**src/rtl/arf_commit_ctrl.sv**
```systemverilog
// Architectural register file commit controller.
// Buffers retired register writes in a compacted FIFO and drains them onto
// NUM_WP ARF write ports. Same-cycle WAW is resolved so the youngest write
// wins, x0 writes are dropped, and debug writes are serialized after all
// previously accepted commits.
// Optional build macro: ARF_CMT_BYPASS_EN. It lets an empty FIFO forward up
// to NUM_WP entries straight to the ARF in the accept cycle.

package config_pkg;
    typedef struct packed {
        logic [31:0] XLEN;
        logic [31:0] NRET;
    } cfg_t;

    localparam cfg_t EmptyCfg = '{XLEN: 32'd32, NRET: 32'd4};
endpackage

module arf_commit_ctrl #(
    parameter config_pkg::cfg_t Cfg          = config_pkg::EmptyCfg,
    parameter int unsigned      COMMIT_WIDTH = Cfg.NRET,
    parameter int unsigned      NUM_WP       = 2,
    parameter int unsigned      DEPTH        = 8,
    localparam int unsigned     XLEN         = Cfg.XLEN,
    localparam int unsigned     PW           = $clog2(DEPTH),
    localparam int unsigned     CW           = $clog2(DEPTH + 1)
) (
    input  logic                                clk_i,
    input  logic                                rst_ni,
    input  logic [COMMIT_WIDTH-1:0]             cmt_valid_i,
    input  logic [COMMIT_WIDTH-1:0][4:0]        cmt_rd_i,
    input  logic [COMMIT_WIDTH-1:0][XLEN-1:0]   cmt_data_i,
    output logic                                cmt_ready_o,
    input  logic                                dbg_req_i,
    input  logic [4:0]                          dbg_addr_i,
    input  logic [XLEN-1:0]                     dbg_data_i,
    output logic                                dbg_gnt_o,
    output logic [NUM_WP-1:0]                   arf_we_o,
    output logic [NUM_WP-1:0][4:0]              arf_waddr_o,
    output logic [NUM_WP-1:0][XLEN-1:0]         arf_wdata_o,
    output logic                                empty_o,
    output logic [CW-1:0]                       count_o
);

    typedef enum logic [1:0] {RUN, QUIESCE, DBG_WR} state_e;

    state_e                  state_q, state_d;
    logic [PW-1:0]           head_q, tail_q;
    logic [CW-1:0]           count_q, count_d;
    logic [CW-1:0]           n_pop, n_enq;

    logic [4:0]              mem_addr [DEPTH];
    logic [XLEN-1:0]         mem_data [DEPTH];

    logic [COMMIT_WIDTH-1:0]         enq_we;
    logic [COMMIT_WIDTH-1:0][PW-1:0] enq_ptr;
    logic [NUM_WP-1:0]               byp_we;
    logic [NUM_WP-1:0][4:0]          byp_addr;
    logic [NUM_WP-1:0][XLEN-1:0]     byp_data;
    logic [NUM_WP-1:0]               slot_v;

    // Accept and status flags depend only on registered state and count.
    assign cmt_ready_o = (state_q == RUN) && (count_q <= CW'(DEPTH - COMMIT_WIDTH));
    assign empty_o     = (state_q == RUN) && (count_q == '0);
    assign count_o     = count_q;

    // Pop up to NUM_WP entries per cycle; the debug cycle never pops.
    always_comb begin
        n_pop = '0;
        if (state_q != DBG_WR)
            n_pop = (count_q > CW'(NUM_WP)) ? CW'(NUM_WP) : count_q;
    end

    // Compact accepted lanes in lane order; the oldest ones may bypass the FIFO.
    always_comb begin
        int unsigned kept;
        int unsigned byp_limit;
        int unsigned rank [COMMIT_WIDTH];
        logic [COMMIT_WIDTH-1:0] keep;
        // NOTE: every combinational output gets a default first so no path can infer a latch.
        kept      = 0;
        byp_limit = 0;
        keep      = '0;
        n_enq     = '0;
        enq_we    = '0;
        enq_ptr   = '0;
        byp_we    = '0;
        byp_addr  = '0;
        byp_data  = '0;
`ifdef ARF_CMT_BYPASS_EN
        if (state_q == RUN && count_q == '0)
            byp_limit = NUM_WP;
`endif
        for (int l = 0; l < COMMIT_WIDTH; l++) begin
            rank[l] = 0;
            if (cmt_ready_o && cmt_valid_i[l] && cmt_rd_i[l] != 5'd0) begin
                keep[l] = 1'b1;
                rank[l] = kept;
                if (kept >= byp_limit) begin
                    enq_we[l]  = 1'b1;
                    enq_ptr[l] = tail_q + PW'(kept - byp_limit);
                    n_enq      = n_enq + CW'(1);
                end
                kept = kept + 1;
            end
        end
        for (int j = 0; j < NUM_WP; j++) begin
            for (int l = 0; l < COMMIT_WIDTH; l++) begin
                if (keep[l] && rank[l] == j && j < byp_limit) begin
                    byp_we[j]   = 1'b1;
                    byp_addr[j] = cmt_rd_i[l];
                    byp_data[j] = cmt_data_i[l];
                end
            end
        end
    end

    // Drive write ports from the FIFO head (or bypass / debug), then mask WAW losers.
    always_comb begin
        arf_we_o    = '0;
        arf_waddr_o = '0;
        arf_wdata_o = '0;
        dbg_gnt_o   = 1'b0;
        slot_v      = '0;
        if (state_q == DBG_WR) begin
            arf_we_o[0]    = (dbg_addr_i != 5'd0);
            arf_waddr_o[0] = dbg_addr_i;
            arf_wdata_o[0] = dbg_data_i;
            dbg_gnt_o      = 1'b1;
        end else begin
            for (int j = 0; j < NUM_WP; j++) begin
                if (CW'(j) < n_pop) begin
                    slot_v[j]      = 1'b1;
                    arf_waddr_o[j] = mem_addr[head_q + PW'(j)];
                    arf_wdata_o[j] = mem_data[head_q + PW'(j)];
                end else if (byp_we[j]) begin
                    slot_v[j]      = 1'b1;
                    arf_waddr_o[j] = byp_addr[j];
                    arf_wdata_o[j] = byp_data[j];
                end
            end
            for (int j = 0; j < NUM_WP; j++) begin
                arf_we_o[j] = slot_v[j];
                for (int k = j + 1; k < NUM_WP; k++) begin
                    if (slot_v[k] && arf_waddr_o[k] == arf_waddr_o[j])
                        arf_we_o[j] = 1'b0;
                end
            end
        end
    end

    // Next state: quiesce commits on a debug request, write once the FIFO is empty.
    always_comb begin
        state_d = state_q;
        count_d = count_q + n_enq - n_pop;
        unique case (state_q)
            RUN:     if (dbg_req_i) state_d = QUIESCE;
            QUIESCE: if (count_q == '0) state_d = DBG_WR;
            DBG_WR:  state_d = RUN;
            default: state_d = RUN;
        endcase
    end

    // Pointer, occupancy and FSM registers.
    always_ff @(posedge clk_i or negedge rst_ni) begin
        if (!rst_ni) begin
            // NOTE: sequential state uses non-blocking assignments so every register samples pre-edge values.
            state_q <= RUN;
            head_q  <= '0;
            tail_q  <= '0;
            count_q <= '0;
        end else begin
            state_q <= state_d;
            head_q  <= head_q + PW'(n_pop);
            tail_q  <= tail_q + PW'(n_enq);
            count_q <= count_d;
        end
    end

    // FIFO storage writes.
    always_ff @(posedge clk_i) begin
        // NOTE: the storage array is not reset; count and pointers alone define which entries are live.
        for (int l = 0; l < COMMIT_WIDTH; l++) begin
            if (enq_we[l]) begin
                mem_addr[enq_ptr[l]] <= cmt_rd_i[l];
                mem_data[enq_ptr[l]] <= cmt_data_i[l];
            end
        end
    end

endmodule
```
**config.mk**
```make
export PLATFORM = sky130hd
export DESIGN_NAME = arf_commit_ctrl
export DESIGN_NICKNAME = d
export VERILOG_FILES = /design/src/rtl/arf_commit_ctrl.sv
export SDC_FILE = /design/constraint.sdc
export NUM_CORES = 1
export LEC_CHECK = 0
export BUFFER_PORTS_ARGS = -buffer_cell sky130_fd_sc_hd__buf_2
export CAP_MARGIN = 20
export CORE_UTILIZATION = 40
export DETAILED_ROUTE_END_ITERATION = 10
export PLACE_DENSITY_LB_ADDON = 0.2
export REMOVE_ABC_BUFFERS = 1
export SYNTH_ARGS = -nofsm -noshare
export SYNTH_HDL_FRONTEND = slang
export SYNTH_SLANG_ARGS = --single-unit
```
**constraint.sdc**
```tcl
create_clock -name clk_i -period 7.1 [get_ports clk_i]
set_input_delay 0.355 -clock clk_i [delete_from_list [all_inputs] [get_ports clk_i]]
set_output_delay 0.355 -clock clk_i [all_outputs]
set_load 0.05 [all_outputs]
```
# Word-level counts from Yosys, hierarchy flattened
# Memory sizes are Yosys's and may differ from the RTL's.
# Cells that the tools add are included.
# op_classes
n_eq_ne	6
addsub	13
magnitude_cmp	7
mux	54
n_reduce_logical	19
# ops
cell	n
32-bit 2-to-1 mux	6
32-bit by 1-bit >= comparator with 1-bit output, second input constant	3
32-bit by 1-bit adder with 32-bit output, second input constant	2
4-bit 2-to-1 mux	8
5-bit 2-to-1 mux	6
5-bit nonzero test	5
1-bit 2-to-1 mux	24
3-bit 2-to-1 mux	7
3-bit adder	5
4-bit by 1-bit adder with 4-bit output, second input constant	3
1-bit logical AND	11
1-bit by 4-bit less-than comparator with 1-bit output, first input constant	2
2-bit != test, second input constant	3
5-bit == test	1
4-bit adder	1
4-bit by 2-bit greater-than comparator with 1-bit output, second input constant	1
4-bit by 3-bit less-or-equal comparator with 1-bit output, second input constant	1
4-bit zero test	1
2-bit 2-to-1 mux	2
2-bit one-hot mux with 2 select lines	1
4-bit subtractor	1
3-bit by 1-bit adder with 3-bit output, second input constant	1
2-bit by 1-bit == test with 1-bit output, second input constant	1
2-bit == test, second input constant	1
other kinds (2)	2
# word_totals
input_bits	192
word_cells	105
out_inout_bits	83
ramBits	296
memories	2
register_bits	12
# memory_table
memory	depth	word_bits	read_ports	rd_ports_with_merged_regs	wr	line_no	rtl
mem_data	8	32	2	0	4	52	logic [XLEN-1:0] mem_data [DEPTH];
mem_addr	8	5	2	0	4	51	logic [4:0] mem_addr [DEPTH];

# Logic depth before layout (Yosys ltp)
# Gate-level depths: netlist of the first run.
# logic_depth
ltp_word	16
mapped_depth	19
depth_no_buf	14

# Worst setup path after synthesis of the first run
# No wires, ideal clock.
# synth_timing
kind	reg2reg
startpoint	reg count_q[3] (netlist: count_o[3])
endpoint	mem mem_addr[7][0] (enable)
setup_time_ps	483
period_less_slack_ps	7101
setup_slack_ps	-1
arrival_ps	6619
t_required_ps	6617
n_path_buf	3
stages_incl_launch_ff	16
cell_sequence	dfrtp_1 -> nor3_1 -> nand2_1 -> buf_2 -> buf_4 -> or2_2 -> ha_1 -> xor2_1 -> inv_1 -> ha_1 -> fa_1 -> xor2_1 -> xnor2_1 -> nand2_1 -> buf_2 -> o21ai_0
# synth_rtl
element	line_no	rtl
start, declared	48	logic [CW-1:0] count_q, count_d;
start signal, assigned	175	count_q <= count_d;
end, declared	51	

==> impl_metrics.env, run 1 <==
export IMPL_p_leak_nw=10.1
export IMPL_slew_headroom=0.218
export IMPL_synth_edf_count=296
export IMPL_pin_count=275
export IMPL_rsz0062_at_grt="no"
export IMPL_startpoint_type="flip-flop"
export IMPL_drc=0
export IMPL_die_h_um=249
export IMPL_dp_final_hpwl_um=67500
export IMPL_hold_violations=0
export IMPL_postSynthAreaPerCell_um2=9.84
export IMPL_multiInputGateArea_um2=13900
export IMPL_cts_reportedPaths_clkPinSlew_ns=0.06
export IMPL_synth_seq_area_share=0.377
export IMPL_worst_setup_path_type="flip-flop to flip-flop"
export IMPL_period_share=0.802
export IMPL_synth_ff_type="edfxtp_1"
export IMPL_antenna_found_initial=3
export IMPL_grt_pass1_wl_um=166000
export IMPL_cts_sinks=308
export IMPL_wl_per_cell_um=34.7
export IMPL_clockBufferDepth=3
export IMPL_vias=24942
export IMPL_wl_um=117000
export IMPL_p_seq_frac=0.215
export IMPL_ir_drop_mv=0.533
export IMPL_hold_class="primary input to flip-flop"
export IMPL_start_util=0.404
export IMPL_clockPowerShare=0.163
export IMPL_first_iter_violations=3971
export IMPL_dieArea_um2=61900
export IMPL_overflow=0
export IMPL_combinationalPowerShare=0.621
export IMPL_max_freq_mhz=176
export IMPL_drive_gt1_frac=0.245
export IMPL_post_cts_buffers=0
export IMPL_intPower_w=0.00557
export IMPL_track_usage=0.366
export IMPL_final_nets=2771
export IMPL_status="finished, final reports clean"
export IMPL_tightest_slew_ns=1.17
export IMPL_cts_buffers=39
export IMPL_insertion_delay_ns=0.57
export IMPL_netlist_instances=2475
export IMPL_max_cap_violations=0
export IMPL_power_density_nw_per_um2=437
export IMPL_gp_congestion=0.930
export IMPL_netlist_area_um2=24400
export IMPL_h_tree_depth=2
export IMPL_power_switching_w=0.00640
export IMPL_hold_slack_ns=0.0295
export IMPL_dieWidth_um=249
export IMPL_io_buffers=274
export IMPL_cts_hold_buf=1
export IMPL_power_share_switching=0.534
export IMPL_post_drt_via_cell_ratio=7.41
export IMPL_syn_to_final_growth_pct=12.5
export IMPL_first_pass_iters=6
export IMPL_cp_arrival_ns=6.00
export IMPL_drv_slew=0
export IMPL_fillCellCount=5583
export IMPL_yosys_warnings=0
export IMPL_ant_nets=0
export IMPL_fp_coreArea_um2=60200
export IMPL_rows=90
export IMPL_setup_viol=0
export IMPL_ctsResizeCount=0
export IMPL_root_buffer="clkbuf_16"
export IMPL_totalPowerFinal_w=0.0120
export IMPL_cts_tree="yes"
export IMPL_ys_ff_latch=308
export IMPL_grt_max_degree=63
export IMPL_async_flop_share=0.0390
export IMPL_grt_pass1_vias=23913
export IMPL_cp_required_ns=7.41
export IMPL_path_max_fanout=25
export IMPL_yosysUniqueCellTypes=75
export IMPL_period_needed_ns=5.69
export IMPL_endpoint_kind="flip-flop"
export IMPL_finClkSkew_ns=0.00992
export IMPL_register_area_um2=9200
==> cell families after synthesis <==
kind of cell | Yosys count | share of synthesized area
AOI/OAI and AO/OA | 871 | 0.236
muxes | 279 | 0.187
buffers and inverters | 333 | 0.0597
and+or+nand+nor | 641 | 0.119
other | 1 | 0.000154
xor gates and xnor gates | 21 | 0.00863
DFF | 308 | 0.377
adders and majority gates | 21 | 0.0126
==> sequential cells by signal (all words and copies together), names as in the netlist <==
signal,count
tail_q,3
count_o,4
state_q,2
head_q,3
mem_addr,40
mem_data,256
==> path summary, 6_finish.rpt <==
path	startpoint	to	slack, ns	depth (start not counted)
min reg2reg	state_q[1]$_DFFE_PN0P_	state_q[0]$_DFFE_PN0P_	0.51	1
max	count_o[1]$_DFF_PN0_	mem_data[6][29]$_DFFE_PP_	1.41	15
min	dbg_req_i	state_q[0]$_DFFE_PN0P_	0.03	3
max reg2reg	count_o[1]$_DFF_PN0_	mem_data[6][29]$_DFFE_PP_	1.41	15
min in group asynchronous	rst_ni	count_o[3]$_DFF_PN0_	0.20	2
max in group asynchronous	rst_ni	head_q[2]$_DFF_PN0_	6.65	2
==> cell usage after synthesis (7+ instances only) <==
cell type / number / area [um^2]
edfxtp_1: 296 / 8890
buf_2: 97 / 485
o2bb2ai_1: 122 / 1070
a21o_1: 18 / 135
and2_1: 39 / 244
buf_6: 8 / 90.1
mux4_2: 136 / 3060
a22o_1: 7 / 61.3
o32ai_1: 25 / 219
buf_1: 31 / 116
ha_1: 15 / 188
mux2i_1: 103 / 1030
a31oi_1: 48 / 300
nor2_1: 78 / 293
dfrtp_1: 12 / 300
o22ai_1: 210 / 1310
o21ai_0: 176 / 881
a21oi_1: 143 / 716
and3_1: 31 / 194
xnor2_1: 14 / 123
nand4_1: 12 / 75.1
mux2_2: 36 / 405
nor3_1: 14 / 70.1
a211o_1: 8 / 70.1
a221o_1: 18 / 180
inv_1: 20 / 75.1
a221oi_1: 50 / 438
clkbuf_1: 168 / 631
nand3_1: 20 / 100
o21ai_1: 13 / 65.1
nand2_1: 399 / 1500
==> final cells by class <==
class / instances / share of cell area
Multi-Input combinational cell: 1834 / 0.508
Inverter: 23 / 0.00315
Antenna cell: 1 / 0.0000914
Timing Repair Buffer: 352 / 0.0736
Tap cell: 782 / 0.0357
Sequential cell: 308 / 0.336
Clock buffer: 53 / 0.0391
Clock inverter: 15 / 0.00452
==> worst max-delay path, stage by stage, from the launching register on <==
cell and delay [ns]:
dfrtp_1 0.44, o21ai_0 0.12, nand2_1 0.07, buf_4 0.38, clkinv_1 0.56, nand2_1 0.27, xor2_1 0.26, inv_1 0.10
ha_1 0.21, fa_1 0.41, xor2_1 0.42, xnor2_1 0.31, nand2_1 0.13, buf_4 0.34, nand3_2 0.87, buf_4 0.51
==> per-stage QoR <==
stage	setup TNS, ns	setup slack, ns	instances	util	area [um^2]
finish	0	1.41	3368	0.455	27400
CTS	0	1.53	3366	0.454	27400
floorplan	-212.81	-3.07	2165	-	23000
global route	0	1.19	3367	0.455	27400
global placement	0	1.39	3295	0.434	26100
detailed placement	0	1.30	3297	0.434	26200
==> power by group through the flow <==
| stage | Clock [W] | Sequential, W | Combinational (W) |
|---|---|---|---|
| after CTS | 0.00195 | 0.00258 | 0.00729 |
| after global routing | 0.00202 | 0.00260 | 0.00768 |
| after floorplan | 0 | 0.00265 | 0.00511 |
| after detailed placement | 0 | 0.00261 | 0.00727 |
| final | 0.00196 | 0.00258 | 0.00744 |
| after global placement | 0 | 0.00260 | 0.00720 |
==> cells in the final DEF (no fill, tap or decap), drive strengths merged, types with 12 or more instances in the layout <==
| cell type | n |
|---|---|
| and3 | 32 |
| buf | 351 |
| nand4 | 12 |
| and2 | 39 |
| mux2 | 40 |
| mux2i | 103 |
| clkinv | 13 |
| edfxtp | 296 |
| nor2 | 81 |
| a221o | 18 |
| a21oi | 143 |
| a21o | 18 |
| o32ai | 25 |
| nand2 | 401 |
| o22ai | 210 |
| nor4 | 13 |
| mux4 | 136 |
| ha | 15 |
| inv | 22 |
| nand3 | 20 |
| a221oi | 50 |
| clkbuf | 53 |
| o2bb2ai | 122 |
| o21ai | 191 |
| a31oi | 48 |
| xnor2 | 14 |
| dfrtp | 12 |
| nor3 | 15 |
==> metal layers <==
metal  global-route usage  wire [um]  vias up
met1                0.468      41400    11996
met2                0.569      51300     2458
met5                    0         25        -
met3               0.0883      16300      589
met4                0.209       7760        4
li1                     -          -     9895
Note: power is estimated with default switching activity, not from simulation.
==> inputs of run 2 (changes only) <==
==> constraint.sdc (replaced) <==
create_clock -name clk_i -period 5.3 [get_ports clk_i]
set_input_delay 0.265 -clock clk_i [delete_from_list [all_inputs] [get_ports clk_i]]
set_output_delay 0.265 -clock clk_i [all_outputs]
set_load 0.05 [all_outputs]
==> impl_metrics.env, run 2 (same netlist as run 1, synthesis figures left out) <==
export IMPL_start_util=0.404
export IMPL_met2_usage=0.566
export IMPL_slowest_delay_ns=0.56
export IMPL_combinationalPowerShare=0.639
export IMPL_cts_tree="yes"
export IMPL_grt_pass1_wl_um=166000
export IMPL_grt_pass1_vias=23725
export IMPL_setup_slack_ns=0.552
export IMPL_power_density_nw_per_um2=575
export IMPL_power_switching_w=0.00855
export IMPL_first_pass_iters=8
export IMPL_die_h_um=249
export IMPL_root_buffer="clkbuf_16"
export IMPL_tightest_slew_ns=1.01
export IMPL_grt_max_degree=69
export IMPL_drv_slew=0
export IMPL_intPower_w=0.00744
export IMPL_p_seq_frac=0.203
export IMPL_track_usage=0.365
export IMPL_layout_commonest_cell="nand2_1"
export IMPL_setup_viol=0
export IMPL_hold_depth=2
export IMPL_endpoint_kind="flip-flop"
export IMPL_cp_startpoint="count_o[3]$_DFF_PN0_"
export IMPL_clockBufferDepth=3
export IMPL_syn_to_final_growth_pct=14.2
export IMPL_grt_busiest_layer="met2"
export IMPL_h_tree_depth=2
export IMPL_wl_per_cell_um=33.7
export IMPL_vias=24447
export IMPL_status="finished, final reports clean"
export IMPL_ir_drop_mv=0.417
export IMPL_hold_slack_ns=0.0238
export IMPL_cp_cell_sequence="nor3_1 > nand2_1 > or2_2 > ha_1 > xor2_1 > inv_1 > ha_1 > fa_1 > xor2_1 > xor2_4 > and3_2 > nor3_1 > nand2_2 > buf_4"
export IMPL_slowest_stage="and3_2"
export IMPL_largest_register_ffs=256
export IMPL_period_needed_ns=4.75
export IMPL_wl_um=115000
export IMPL_gp_congestion=0.922
export IMPL_p_leak_nw=10.3
export IMPL_post_place_ws_ns=0.482
export IMPL_crit_family="simple AND/OR/NAND/NOR gates"
export IMPL_drc=0
export IMPL_grtUsageMet1=0.465
export IMPL_path_max_fanout=19
export IMPL_pin_count=275
export IMPL_crit_buf_inv=2
export IMPL_first_iter_violations=3955
export IMPL_totalPowerFinal_w=0.0160
export IMPL_worst_setup_path_type="flip-flop to flip-flop"
export IMPL_rows=90
export IMPL_cts_reportedPaths_clkPinSlew_ns=0.06
export IMPL_dieWidth_um=249
export IMPL_power_share_switching=0.535
export IMPL_clockPowerShare=0.158
export IMPL_max_freq_mhz=211
export IMPL_slew_headroom=0.326
export IMPL_post_cts_buffers=0
export IMPL_cp_arrival_ns=4.97
export IMPL_io_buffers=274
export IMPL_met3_usage=0.0985
export IMPL_cp_required_ns=5.53
export IMPL_finClkSkew_ns=0.0386
export IMPL_max_cap_violations=0
export IMPL_rsz0062_at_grt="no"
export IMPL_drive_gt1_frac=0.255
export IMPL_hold_violations=0
export IMPL_fin_util=0.462
export IMPL_final_cell_mix="nand2_1, edfxtp_1, buf_2"
export IMPL_dieArea_um2=61900
export IMPL_dp_final_hpwl_um=71400
export IMPL_cts_buffers=39
export IMPL_startpoint_type="flip-flop"
export IMPL_hold_class="primary input to flip-flop"
export IMPL_path_depth=14
export IMPL_hp_start="cmt_data_i[116]"
export IMPL_period_share=0.896
export IMPL_post_drt_via_cell_ratio=7.17
export IMPL_antenna_found_initial=11
export IMPL_fp_coreArea_um2=60200
export IMPL_cts_sinks=308
export IMPL_r2r_start="count_o[3]$_DFF_PN0_"
export IMPL_overflow=0
export IMPL_ant_nets=0
export IMPL_insertion_delay_ns=0.59
export IMPL_final_nets=2810
export IMPL_reg2regPathDepth=14
run 2: power groups by stage:
stage / Clock, W / Sequential [W] / Combinational, W
finish: 0.00252 / 0.00325 / 0.0102
global route: 0.00260 / 0.00328 / 0.0106
CTS: 0.00251 / 0.00325 / 0.0101
detailed placement: 0 / 0.00330 / 0.0101
global placement: 0 / 0.00328 / 0.00996
floorplan: 0 / 0.00355 / 0.00684
run 2: path summary, 6_finish.rpt:
| path | slack [ns] | end |
|---|---|---|
| worst max-delay path | 0.55 | mem_data[3][13]$_DFFE_PP_ |
| worst min-delay path | 0.02 | mem_data[1][20]$_DFFE_PP_ |
| worst max register to register | 0.55 | mem_data[3][13]$_DFFE_PP_ |
| worst min register to register | 0.52 | state_q[0]$_DFFE_PN0P_ |
| max in group asynchronous | 4.93 | head_q[0]$_DFF_PN0_ |
| min in group asynchronous | 0.11 | count_o[3]$_DFF_PN0_ |
run 2: stage by stage:
stage / area (um^2) / setup TNS, ns / cells
floorplan: 23000 / -1123.52 / 2165
global placement: 26600 / 0 / 3334
detailed placement: 26600 / 0 / 3334
CTS: 27700 / 0 / 3404
global route: 27800 / 0 / 3409
finish: 27800 / 0 / 3411
run 2: what timing repair did:
action                     in CTS  in global routing
resized for setup               0                  0
hold buffers                    2                  0
hold endpoints to repair       13                  0
setup endpoints to repair       0                  0
run 2: area by class of cell:
type	instances	area, um^2
Sequential cell	308	9200
Inverter	23	86.3
Clock inverter	14	91.3
Antenna cell	5	12.5
Timing Repair Buffer	391	2470
Multi-Input combinational cell	1834	13900
Tap cell	782	978
Clock buffer	54	1050
Fill cell	5619	32400
run 2: worst register-to-register path: cells and delay by family, from the launching register on:
family / cells / cell delay, ns
buf+inv: 2 / 0.47
simple gates: 6 / 1.45
xor+xnor: 3 / 1.03
fa+ha+maj: 3 / 1.00
flops: 1 / 0.42
run 2: metal layers:
layer  vias up  part of all wire
met5         -           0.00036
met4         6             0.062
met3       471              0.14
met2      2131              0.44
met1     11883              0.36
li1       9956                 -
